--- config.mk ---
export PLATFORM = sky130hd
export DESIGN_NAME = ysyx_24090003_rf_wb_ctrl
export DESIGN_NICKNAME = d
export VERILOG_FILES = /design/src/rtl/ysyx_24090003_pkg.sv /design/src/rtl/ysyx_24090003_rr_arb2.sv /design/src/rtl/ysyx_24090003_rf_wb_ctrl.sv
export SDC_FILE = /design/constraint.sdc
export NUM_CORES = 1
export LEC_CHECK = 0
export ABC_AREA = 1
export CORE_UTILIZATION = 49
export CTS_CLUSTER_SIZE = 8
export DETAILED_ROUTE_END_ITERATION = 8
export GPL_TIMING_DRIVEN = 0
export PLACE_DENSITY = 0.89
export SKIP_LAST_GASP = 1
export SLEW_MARGIN = 20
export SYNTH_ARGS = -nofsm -noshare
export SYNTH_HDL_FRONTEND = slang
export SYNTH_SLANG_ARGS = --single-unit
--- constraint.sdc ---
create_clock -name cpu_clk -period 3.1 [get_ports cpu_clk]
set_clock_uncertainty 0.05 [all_clocks]
set_input_delay 0.465 -clock cpu_clk [delete_from_list [all_inputs] [get_ports cpu_clk]]
set_output_delay 0.465 -clock cpu_clk [all_outputs]
set_load 0.005 [all_outputs]
--- src/rtl/ysyx_24090003_pkg.sv ---
// Shared constants and helpers for the register-file writeback path.
package ysyx_24090003_pkg;

   localparam int NR_REG = 32;
   localparam int ADDR_W = 5;
   localparam int DATA_W = 32;

   // Writeback source; also the bit position in the arbiter req/gnt vectors.
   typedef enum logic {
      WB_SRC_EXU = 1'b0,
      WB_SRC_LSU = 1'b1
   } wb_src_e;

   // A register index is live when it names a real, writable register (not x0, in range).
   function automatic logic rd_live(input logic [ADDR_W-1:0] rd);
      return (rd != '0) && (int'(rd) < NR_REG);
   endfunction

endpackage

--- src/rtl/ysyx_24090003_rr_arb2.sv ---
// Two-way round-robin arbiter: a lone requester always wins; on contention the
// pointer side wins and the pointer moves to the other side.
module ysyx_24090003_rr_arb2
   import ysyx_24090003_pkg::*;
(
   input  logic       cpu_clk,
   input  logic       cpu_rs,
   input  logic [1:0] req,
   output logic [1:0] gnt
);

   wb_src_e ptr_q;

   // Combinational grant from the request pair and the priority pointer.
   always_comb begin
      gnt = 2'b00;
      case (req)
         2'b01:   gnt = 2'b01;
         2'b10:   gnt = 2'b10;
         2'b11:   gnt[ptr_q] = 1'b1;
         default: gnt = 2'b00;
      endcase
   end

   // Pointer only advances on a contested grant so a lone requester never loses its turn.
   always_ff @(posedge cpu_clk) begin
      if (cpu_rs) begin
         ptr_q <= WB_SRC_EXU;
      end else if (&req) begin
         ptr_q <= (ptr_q == WB_SRC_EXU) ? WB_SRC_LSU : WB_SRC_EXU;
      end
   end

endmodule

--- src/rtl/ysyx_24090003_rf_wb_ctrl.sv ---
// Register-file write-port controller with a busy scoreboard for RAW/WAW hazards.
module ysyx_24090003_rf_wb_ctrl
   import ysyx_24090003_pkg::*;
(
   input  logic              cpu_clk,
   input  logic              cpu_rs,
   input  logic              flush,
   input  logic              issue_valid,
   input  logic [ADDR_W-1:0] issue_rd,
   output logic              issue_ready,
   input  logic [ADDR_W-1:0] rs1,
   input  logic [ADDR_W-1:0] rs2,
   output logic              rs1_busy,
   output logic              rs2_busy,
   input  logic              exu_wb_valid,
   input  logic [ADDR_W-1:0] exu_wb_rd,
   input  logic [DATA_W-1:0] exu_wb_data,
   output logic              exu_wb_ready,
   input  logic              lsu_wb_valid,
   input  logic [ADDR_W-1:0] lsu_wb_rd,
   input  logic [DATA_W-1:0] lsu_wb_data,
   output logic              lsu_wb_ready,
   output logic              rf_we,
   output logic [ADDR_W-1:0] rf_waddr,
   output logic [DATA_W-1:0] rf_wdata,
   output logic              sb_err
);

   logic [NR_REG-1:0] busy_q;
   logic [NR_REG-1:0] set_mask;
   logic [NR_REG-1:0] clr_mask;
   logic [1:0]        wb_req;
   logic [1:0]        wb_gnt;
   logic [ADDR_W-1:0] wb_rd;
   logic              err_nxt;

   assign wb_req = {lsu_wb_valid, exu_wb_valid};

   ysyx_24090003_rr_arb2 u_arb (
      .cpu_clk (cpu_clk),
      .cpu_rs  (cpu_rs),
      .req     (wb_req),
      .gnt     (wb_gnt)
   );

   assign exu_wb_ready = wb_gnt[WB_SRC_EXU];
   assign lsu_wb_ready = wb_gnt[WB_SRC_LSU];

   assign wb_rd    = wb_gnt[WB_SRC_LSU] ? lsu_wb_rd : exu_wb_rd;
   assign rf_waddr = wb_rd;
   assign rf_wdata = wb_gnt[WB_SRC_LSU] ? lsu_wb_data : exu_wb_data;
   assign rf_we    = (|wb_gnt) && rd_live(wb_rd);

   // Hazard view uses the busy state before this cycle's writeback clears it (no bypass).
   assign issue_ready = issue_valid && !(rd_live(issue_rd) && busy_q[issue_rd]) && !flush;
   assign rs1_busy    = rd_live(rs1) && busy_q[rs1];
   assign rs2_busy    = rd_live(rs2) && busy_q[rs2];

   // Per-cycle set/clear masks and the write-to-idle-register error condition.
   always_comb begin
      set_mask = '0;
      clr_mask = '0;
      if (rf_we) begin
         clr_mask[wb_rd] = 1'b1;
      end
      if (issue_ready && rd_live(issue_rd)) begin
         set_mask[issue_rd] = 1'b1;
      end
      err_nxt = rf_we && !busy_q[wb_rd] && !flush;
   end

   // Scoreboard update: flush wipes everything, otherwise clear then set.
   always_ff @(posedge cpu_clk) begin
      if (cpu_rs) begin
         busy_q <= '0;
         sb_err <= 1'b0;
      end else begin
         sb_err <= err_nxt;
         if (flush) begin
            busy_q <= '0;
         end else begin
            busy_q <= (busy_q & ~clr_mask) | set_mask;
         end
      end
   end

endmodule

==> metrics.md, run 1 <==
| Metric | Value |
|---|---|
| Largest delay share family, worst path | `buffers and inverters` |
| DP Worst Slack | `-0.0550 ns` |
| Setup violations, final | `0` |
| Crit path buffers/inverters | `4` |
| Num rows | `30` |
| Synth warnings | `0` |
| Fin nets | `922` |
| Syn nets | `771` |
| Pleak | `2.29 nW` |
| Setup crit start kind | `input port` |
| Mapped Cells | `676` |
| DR pass1 iterations | `5` |
| CTS root buffer | `clkbuf_8` |
| Synthesized flop and latch total | `34` |
| CTS tree | `done` |
| Crit-path cells | `clkdlybuf4s50_1 -> nand2_4 -> inv_2 -> clkbuf_1 -> nand2_1 -> nand2_1 -> clkdlybuf4s50_1` |
| Clock slew seen by the registers of the worst setup and hold paths | `0.07 ns` |
| Via count | `5064` |
| Routed len/inst | `15.4 um` |
| Remaining antenna violation count after routing | `0` |
| Critical path class | `input port to output port` |
| PortBufs | `138` |
| Fin area | `5240 um^2` |
| Fmax | `333 MHz` |
| Max-capacitance violation count | `0` |
| Period utilisation layout | `96.7%` |
| Sw Ratio | `33.2%` |
| Slowest CP cell | `clkdlybuf4s50_1` |
| Comb power frac | `40.9%` |
| Die Width | `87.5 um` |
| Share of layout cells above drive strength 1 | `9.18%` |
| Total CTS buffers | `5` |
| WHS | `0.433 ns` |
| Crit end category | `output port` |
| Largest net degree at the start of global routing | `13` |
| Total Routing Usage GR | `37.0%` |
| Routability Congestion | `0.979` |
| Max VDD drop | `0.000312 V` |
| Vias in the first global route | `4421` |
| Hold Path Class | `flip-flop to flip-flop` |
| Worst Setup SP | `lsu_wb_valid` |
| Core area | `6910 um^2` |
| Die height | `87.5 um` |
| Reg2reg end | `busy_q[24]$_SDFF_PP0_` |
| Worst-Skew Late Latency | `0.29 ns` |
| Fin. Hold Viols | `0` |
| Reg power frac | `33.1%` |
| Mapped Avg Cell Area | `5.30 um^2` |
| Slowest stage delay, CP | `0.64 ns` |
| Status | `completed` |
| Stages on the worst setup path | `7` |
| Die area | `7650 um^2` |
| CP Capture Point | `rf_wdata[12]` |
| First-pass GRT wire length | `21900 um` |
| Power per cell area | `254 nW/um^2` |
| Initial Util | `51.8%` |
| Max_slew headroom | `64.3%` |
| CTS Sinks | `34` |
| Min Tclk post-route | `3.00 ns` |
| Global route overflow | `0` |
| Crit path DAT | `2.48 ns` |
| Vias/cell | `5.48` |
| Clock power frac | `26.0%` |
| Final HPWL DP | `11400 um` |
| Post-synthesis sequential area ratio | `19.0%` |
| Flop2flop setup slack | `1.07 ns` |
| NetSw | `0.442 mW` |
| Max Slew Vio Count | `0` |
| Unrepaired setup endpoints after global routing | `true` |
| Iteration-0 DRC Markers | `390` |
| Cells on worst reg2reg path | `12` |
| Syn-to-layout area delta | `46.3%` |
| Drt total wl | `14200 um` |
| CTS Buffer Depth | `2` |
| Cell Area, Synth | `3580 um^2` |
| Worst Slack Setup Final | `0.101 ns` |
| Yosys cell types | `29` |
| DRC errors left | `0` |
| Worst-Margin Slew | `0.536 ns` |
| HP Start | `busy_q[14]$_SDFF_PP0_` |
| IO Pins | `139` |
| # diodes | `0` |
| Area post-placement | `5080 um^2` |
| H-tree depth | `2` |
| CP max FO | `10` |
| Worst path required time | `2.58 ns` |
| Worst r2r src | `u_arb.ptr_q$_SDFFE_PP0N_` |
| Cts hold-fix bufs | `0` |
| Int Power | `0.890 mW` |
| Initial antenna violation count | `0` |
final cells by class:
type	count	area, um^2
multi-input cells	548	2470
fillers	609	1670
repair buffers	145	1440
flip-flops and latches	34	681
inverters	61	233
plain buffers	32	205
well taps	96	120
clock buffers	7	86.3
clock inverters	1	5.00
how the worst min path moves through the flow:
stage	to	slack, ns	cells after the start
6_report	busy_q[14]$_SDFF_PP0_	0.43	2
4_1_cts	busy_q[14]$_SDFF_PP0_	0.43	2
3_3_place_gp	busy_q[14]$_SDFF_PP0_	0.42	2
5_1_grt	busy_q[30]$_SDFF_PP0_	0.47	2
2_1_floorplan	busy_q[0]$_SDFF_PP0_	0.40	2
3_5_place_dp	busy_q[14]$_SDFF_PP0_	0.42	2
per-stage QoR:
step | util, % | setup TNS, ns | cells | total power, mW
3_3_place_gp | 73.6 | -0.0164 | 910 | 0.967
2_1_floorplan | - | 0 | 676 | 0.681
4_1_cts | 74.9 | 0 | 917 | 1.31
3_5_place_dp | 73.6 | -0.0788 | 910 | 0.978
6_report | 75.8 | 0 | 924 | 1.33
5_1_grt | 75.8 | -0.0400 | 924 | 1.39
sequential cells by signal, indices dropped and copies added (netlist names):
| register | count |
|---|---|
| u_arb.ptr_q | 1 |
| busy_q | 32 |
| sb_err | 1 |
kinds of logic after synthesis:
group | after synthesis | share of synthesized area (%)
compound gates | 146 | 21.4
buf+inv | 94 | 11.9
simple gates | 402 | 47.7
flops | 34 | 19.0
per-layer routing:
metal  GRT usage, %  vias up  wire [um]  part of all wire [%]
li1               -     2499          -                     -
met3           7.30       47       1480                    10
met1           47.3     2227       5800                    41
met2           59.9      291       6380                    45
met5              0        -          0                     0
met4           17.0        0        567                   4.0
power groups by stage:
stage          clock, mW  sequential [mW]  combinational (mW)
3_3_place_gp           0            0.451               0.516
4_1_cts            0.342            0.441               0.528
3_5_place_dp           0            0.451               0.527
6_report           0.347            0.441               0.545
2_1_floorplan          0            0.451               0.230
5_1_grt            0.360            0.441               0.586
cells in the final DEF (no fill, tap or decap), types with 23 or more instances in the layout:
| cell type | instances |
|---|---|
| clkdlybuf4s50_1 | 135 |
| nand2_1 | 265 |
| inv_1 | 45 |
| nand4_1 | 30 |
| dfxtp_1 | 34 |
| a21oi_1 | 58 |
| o21ai_0 | 42 |
| nor2_1 | 59 |
| nand3_1 | 23 |
| o21ai_1 | 35 |
worst min-delay path, stage by stage (launching register included):
cell and delay (ns):
dfxtp_1 0.31, o21ai_1 0.06, a21oi_1 0.06
cells in the mapped netlist:
cell      number  area (um^2)
nand2_1      265          995
nor2_1        59          221
a21oi_1       58          290
inv_1         46          173
o21ai_0       43          215
dfxtp_1       34          681
o21ai_1       34          170
nand4_1       30          188
nand3_1       23          115
clkbuf_1      17         63.8
inv_2         15         56.3
nor3_1         9         45.0
buf_6          7         78.8
buf_2          5         25.0
nand2_2        5         31.3
o21ai_2        4         35.0
buf_4          3         22.5
nand2_4        3         33.8
o211ai_1       3         22.5
a31oi_1        2         12.5
nor2_4         2         22.5
nor3_2         2         20.0
a21bo_2        1         10.0
a21oi_2        1         8.76
clkbuf_4       1         7.51
nand3_2        1         10.0
nand3b_1       1         7.51
nand4_2        1         12.5
nor2_2         1         6.26
what timing repair did:
item | 4_1_cts | 5_1_grt
buffers inserted | 0 | 7
endpoints found under the hold margin | 0 | 0
gates cloned | 0 | 0
setup endpoints to repair | 2 | 31
pin swaps | 0 | 0
resized for setup | 3 | 18
No activity file was read; power rests on OpenSTA's default activity.
==> inputs of run 2 (changes only) <==
--- a/config.mk
+++ b/config.mk
@@ -7,6 +7,7 @@
 export LEC_CHECK = 0
 export ABC_AREA = 1
 export CORE_UTILIZATION = 49
+export CTS_CLUSTER_DIAMETER = 150
 export CTS_CLUSTER_SIZE = 8
 export DETAILED_ROUTE_END_ITERATION = 8
 export GPL_TIMING_DRIVEN = 0
==> results of run 2 <==
The final DEF is identical to that of run 1; final timing and power are the same.
==> inputs of run 3 (changes only) <==
--- a/config.mk
+++ b/config.mk
@@ -6,12 +6,13 @@
 export NUM_CORES = 1
 export LEC_CHECK = 0
 export ABC_AREA = 1
-export CORE_UTILIZATION = 49
+export CORE_UTILIZATION = 65
 export CTS_CLUSTER_DIAMETER = 150
 export CTS_CLUSTER_SIZE = 8
 export DETAILED_ROUTE_END_ITERATION = 8
+export DONT_BUFFER_PORTS = 1
 export GPL_TIMING_DRIVEN = 0
-export PLACE_DENSITY = 0.89
+export PLACE_DENSITY = 0.82
 export SKIP_LAST_GASP = 1
 export SLEW_MARGIN = 20
 export SYNTH_ARGS = -nofsm -noshare
==> run 3 against run 2 <==
Net effect:
- sequential cell count is the same
- combinational power shrank 47%
- final cell count shrank 18%
- first-iteration DRC count grew 21%
- critical path type is now flip-flop to output port
- final area shrank 28%
- clock power is essentially flat
- via count shrank 10%
==> metrics.md, run 3 (synthesis results as in run 1) <==
| Metric | Value |
|---|---|
| NetSw | `0.376 mW (was 0.442 mW)` |
| Crit path DAT | `1.63 ns (was 2.48 ns)` |
| Fin Setup TNS | `0 ns (unchanged)` |
| Setup crit start kind | `flip-flop (was input port)` |
| Most flops, register | `busy_q (unchanged)` |
| Core area | `5200 um^2 (was 6910 um^2)` |
| Max_slew headroom | `66.2% (was 64.3%)` |
| # diodes | `0 (unchanged)` |
| Layout Utilization | `72.2% (was 75.8%)` |
| Num rows | `26 (was 30)` |
| Most frequent cells in the layout | `nand2_1, nor2_1, a21oi_1 (was nand2_1, clkdlybuf4s50_1, nor2_1)` |
| Met3 Use GR | `13.3% (was 7.30%)` |
| Status | `completed (unchanged)` |
| Iteration-0 DRC Markers | `472 (was 390)` |
| Fin nets | `778 (was 922)` |
| Met2 usage | `64.9% (was 59.9%)` |
| Pleak | `1.68 nW (was 2.29 nW)` |
| Max VDD drop | `0.000242 V (was 0.000312 V)` |
| Min Tclk post-route | `2.15 ns (was 3.00 ns)` |
| Busiest grt layer | `met2 (unchanged)` |
| Worst path required time | `2.58 ns (about the same)` |
| Most common cell after layout, fill and taps aside | `nand2_1 (unchanged)` |
| Die area | `5810 um^2 (was 7650 um^2)` |
| Placed insts | `746 (was 910)` |
| Vias in the first global route | `3969 (was 4421)` |
| Final std cells w/o fill | `754 (was 924)` |
| Max-capacitance violation count | `0 (unchanged)` |
| Fmax | `466 MHz (was 333 MHz)` |
| CTS Sinks | `34 (unchanged)` |
| PostCTS Resize Cnt | `0 (was 3)` |
| Setup bufs post-CTS | `0 (unchanged)` |
| Die Width | `76.2 um (was 87.5 um)` |
| Hold Path Class | `input port to flip-flop (was flip-flop to flip-flop)` |
| DR pass1 iterations | `5 (unchanged)` |
| Worst-Skew Late Latency | `0.29 ns (about the same)` |
| IO Pins | `139 (unchanged)` |
| Unrepaired setup endpoints after global routing | `false (was true)` |
| CP max FO | `4 (was 10)` |
| Fin. Hold Viols | `0 (unchanged)` |
| CTS tree | `done (unchanged)` |
| Remaining antenna violation count after routing | `0 (unchanged)` |
| Max Slew Vio Count | `0 (unchanged)` |
| Final HPWL DP | `9140 um (was 11400 um)` |
| H-tree depth | `2 (unchanged)` |
| Regs by FF count | `busy_q: 32 flops, sb_err: 1 flops, u_arb.ptr_q: 1 flops (unchanged)` |
| Sw Ratio | `34.9% (was 33.2%)` |
| Area post-placement | `3670 um^2 (was 5080 um^2)` |
| Routability Congestion | `1.06 (was 0.979)` |
| Worst-Margin Slew | `0.507 ns (was 0.536 ns)` |
| Crit end category | `output port (unchanged)` |
| Global route overflow | `0 (unchanged)` |
| DP Worst Slack | `1.08 ns (was -0.0550 ns)` |
| Period utilisation layout | `69.3% (was 96.7%)` |
| Drt total wl | `12000 um (was 14200 um)` |
| Clock power frac | `31.9% (was 26.0%)` |
| Via count | `4537 (was 5064)` |
| DRC errors left | `0 (unchanged)` |
| Int Power | `0.701 mW (was 0.890 mW)` |
| Fin area | `3760 um^2 (was 5240 um^2)` |
| Clock slew seen by the registers of the worst setup and hold paths | `0.07 ns (about the same)` |
| Initial antenna violation count | `0 (unchanged)` |
| Total Routing Usage GR | `41.2% (was 37.0%)` |
| First-pass GRT wire length | `18900 um (was 21900 um)` |
| Comb power frac | `27.0% (was 40.9%)` |
| Largest register FFs | `32 (unchanged)` |
| Share of layout cells above drive strength 1 | `8.63% (was 9.18%)` |
| Setup violations, final | `0 (unchanged)` |
| Critical path class | `flip-flop to output port (was input port to output port)` |
| Worst Slack Setup Final | `0.952 ns (was 0.101 ns)` |
| PortBufs | `0 (was 138)` |
| Power per cell area | `287 nW/um^2 (was 254 nW/um^2)` |
| CTS root buffer | `clkbuf_8 (unchanged)` |
| Initial Util | `68.8% (was 51.8%)` |
| Routed len/inst | `15.9 um (was 15.4 um)` |
| Total CTS buffers | `5 (unchanged)` |
| Die height | `76.2 um (was 87.5 um)` |
| Largest net degree at the start of global routing | `11 (was 13)` |
| CTS Buffer Depth | `2 (unchanged)` |
| Met1 Use GR | `49.1% (was 47.3%)` |
| Reg power frac | `41.0% (was 33.1%)` |
| Cts hold-fix bufs | `0 (unchanged)` |
| Syn-to-layout area delta | `5.00% (was 46.3%)` |
| Vias/cell | `6.02 (was 5.48)` |
run 3: area by class of cell:
type,instances,area (um^2)
sequential,34,681
tap,70,87.6
clock buffer,7,86.3
multi-input combinational,548,2470
clock inverter,1,5.00
fill,500,1450
buffer,33,198
inverter,61,229
run 3: per-stage QoR:
step	hold slack, ns	power [mW]
2_1_floorplan	0.402	0.681
3_3_place_gp	0.421	0.731
3_5_place_dp	0.448	0.736
4_1_cts	0.201	1.07
5_1_grt	0.198	1.13
6_report	0.199	1.08
run 3: path summary, 6_finish.rpt:
check | cells after the start | slack [ns] | from | to
max reg2reg | 12 | 1.21 | u_arb.ptr_q$_SDFFE_PP0N_ | busy_q[31]$_SDFF_PP0_
min | 1 | 0.20 | cpu_rs | u_arb.ptr_q$_SDFFE_PP0N_
min reg2reg | 2 | 0.47 | u_arb.ptr_q$_SDFFE_PP0N_ | u_arb.ptr_q$_SDFFE_PP0N_
max | 7 | 0.95 | busy_q[5]$_SDFF_PP0_ | rs1_busy
run 3: metal layers:
| metal | vias to the layer above | part of all wire, % |
|---|---|---|
| met3 | 62 | 12 |
| li1 | 2213 | - |
| met5 | - | 0 |
| met1 | 1975 | 38 |
| met4 | 0 | 4.9 |
| met2 | 287 | 45 |
run 3: worst max-delay path: stages (launching register included):
cell	delay (ns)
dfxtp_1	0.51
inv_1	0.10
a21oi_1	0.12
o21ai_0	0.09
o21ai_0	0.10
nand2_1	0.07
a31oi_1	0.20
a21bo_2	0.16
run 3: power by group through the flow:
stage          Combinational, mW  Clock (mW)  Sequential (mW)
6_report                   0.291       0.344            0.442
3_3_place_gp               0.279           0            0.452
5_1_grt                    0.323       0.361            0.442
3_5_place_dp               0.284           0            0.452
2_1_floorplan              0.230           0            0.451
4_1_cts                    0.285       0.339            0.442
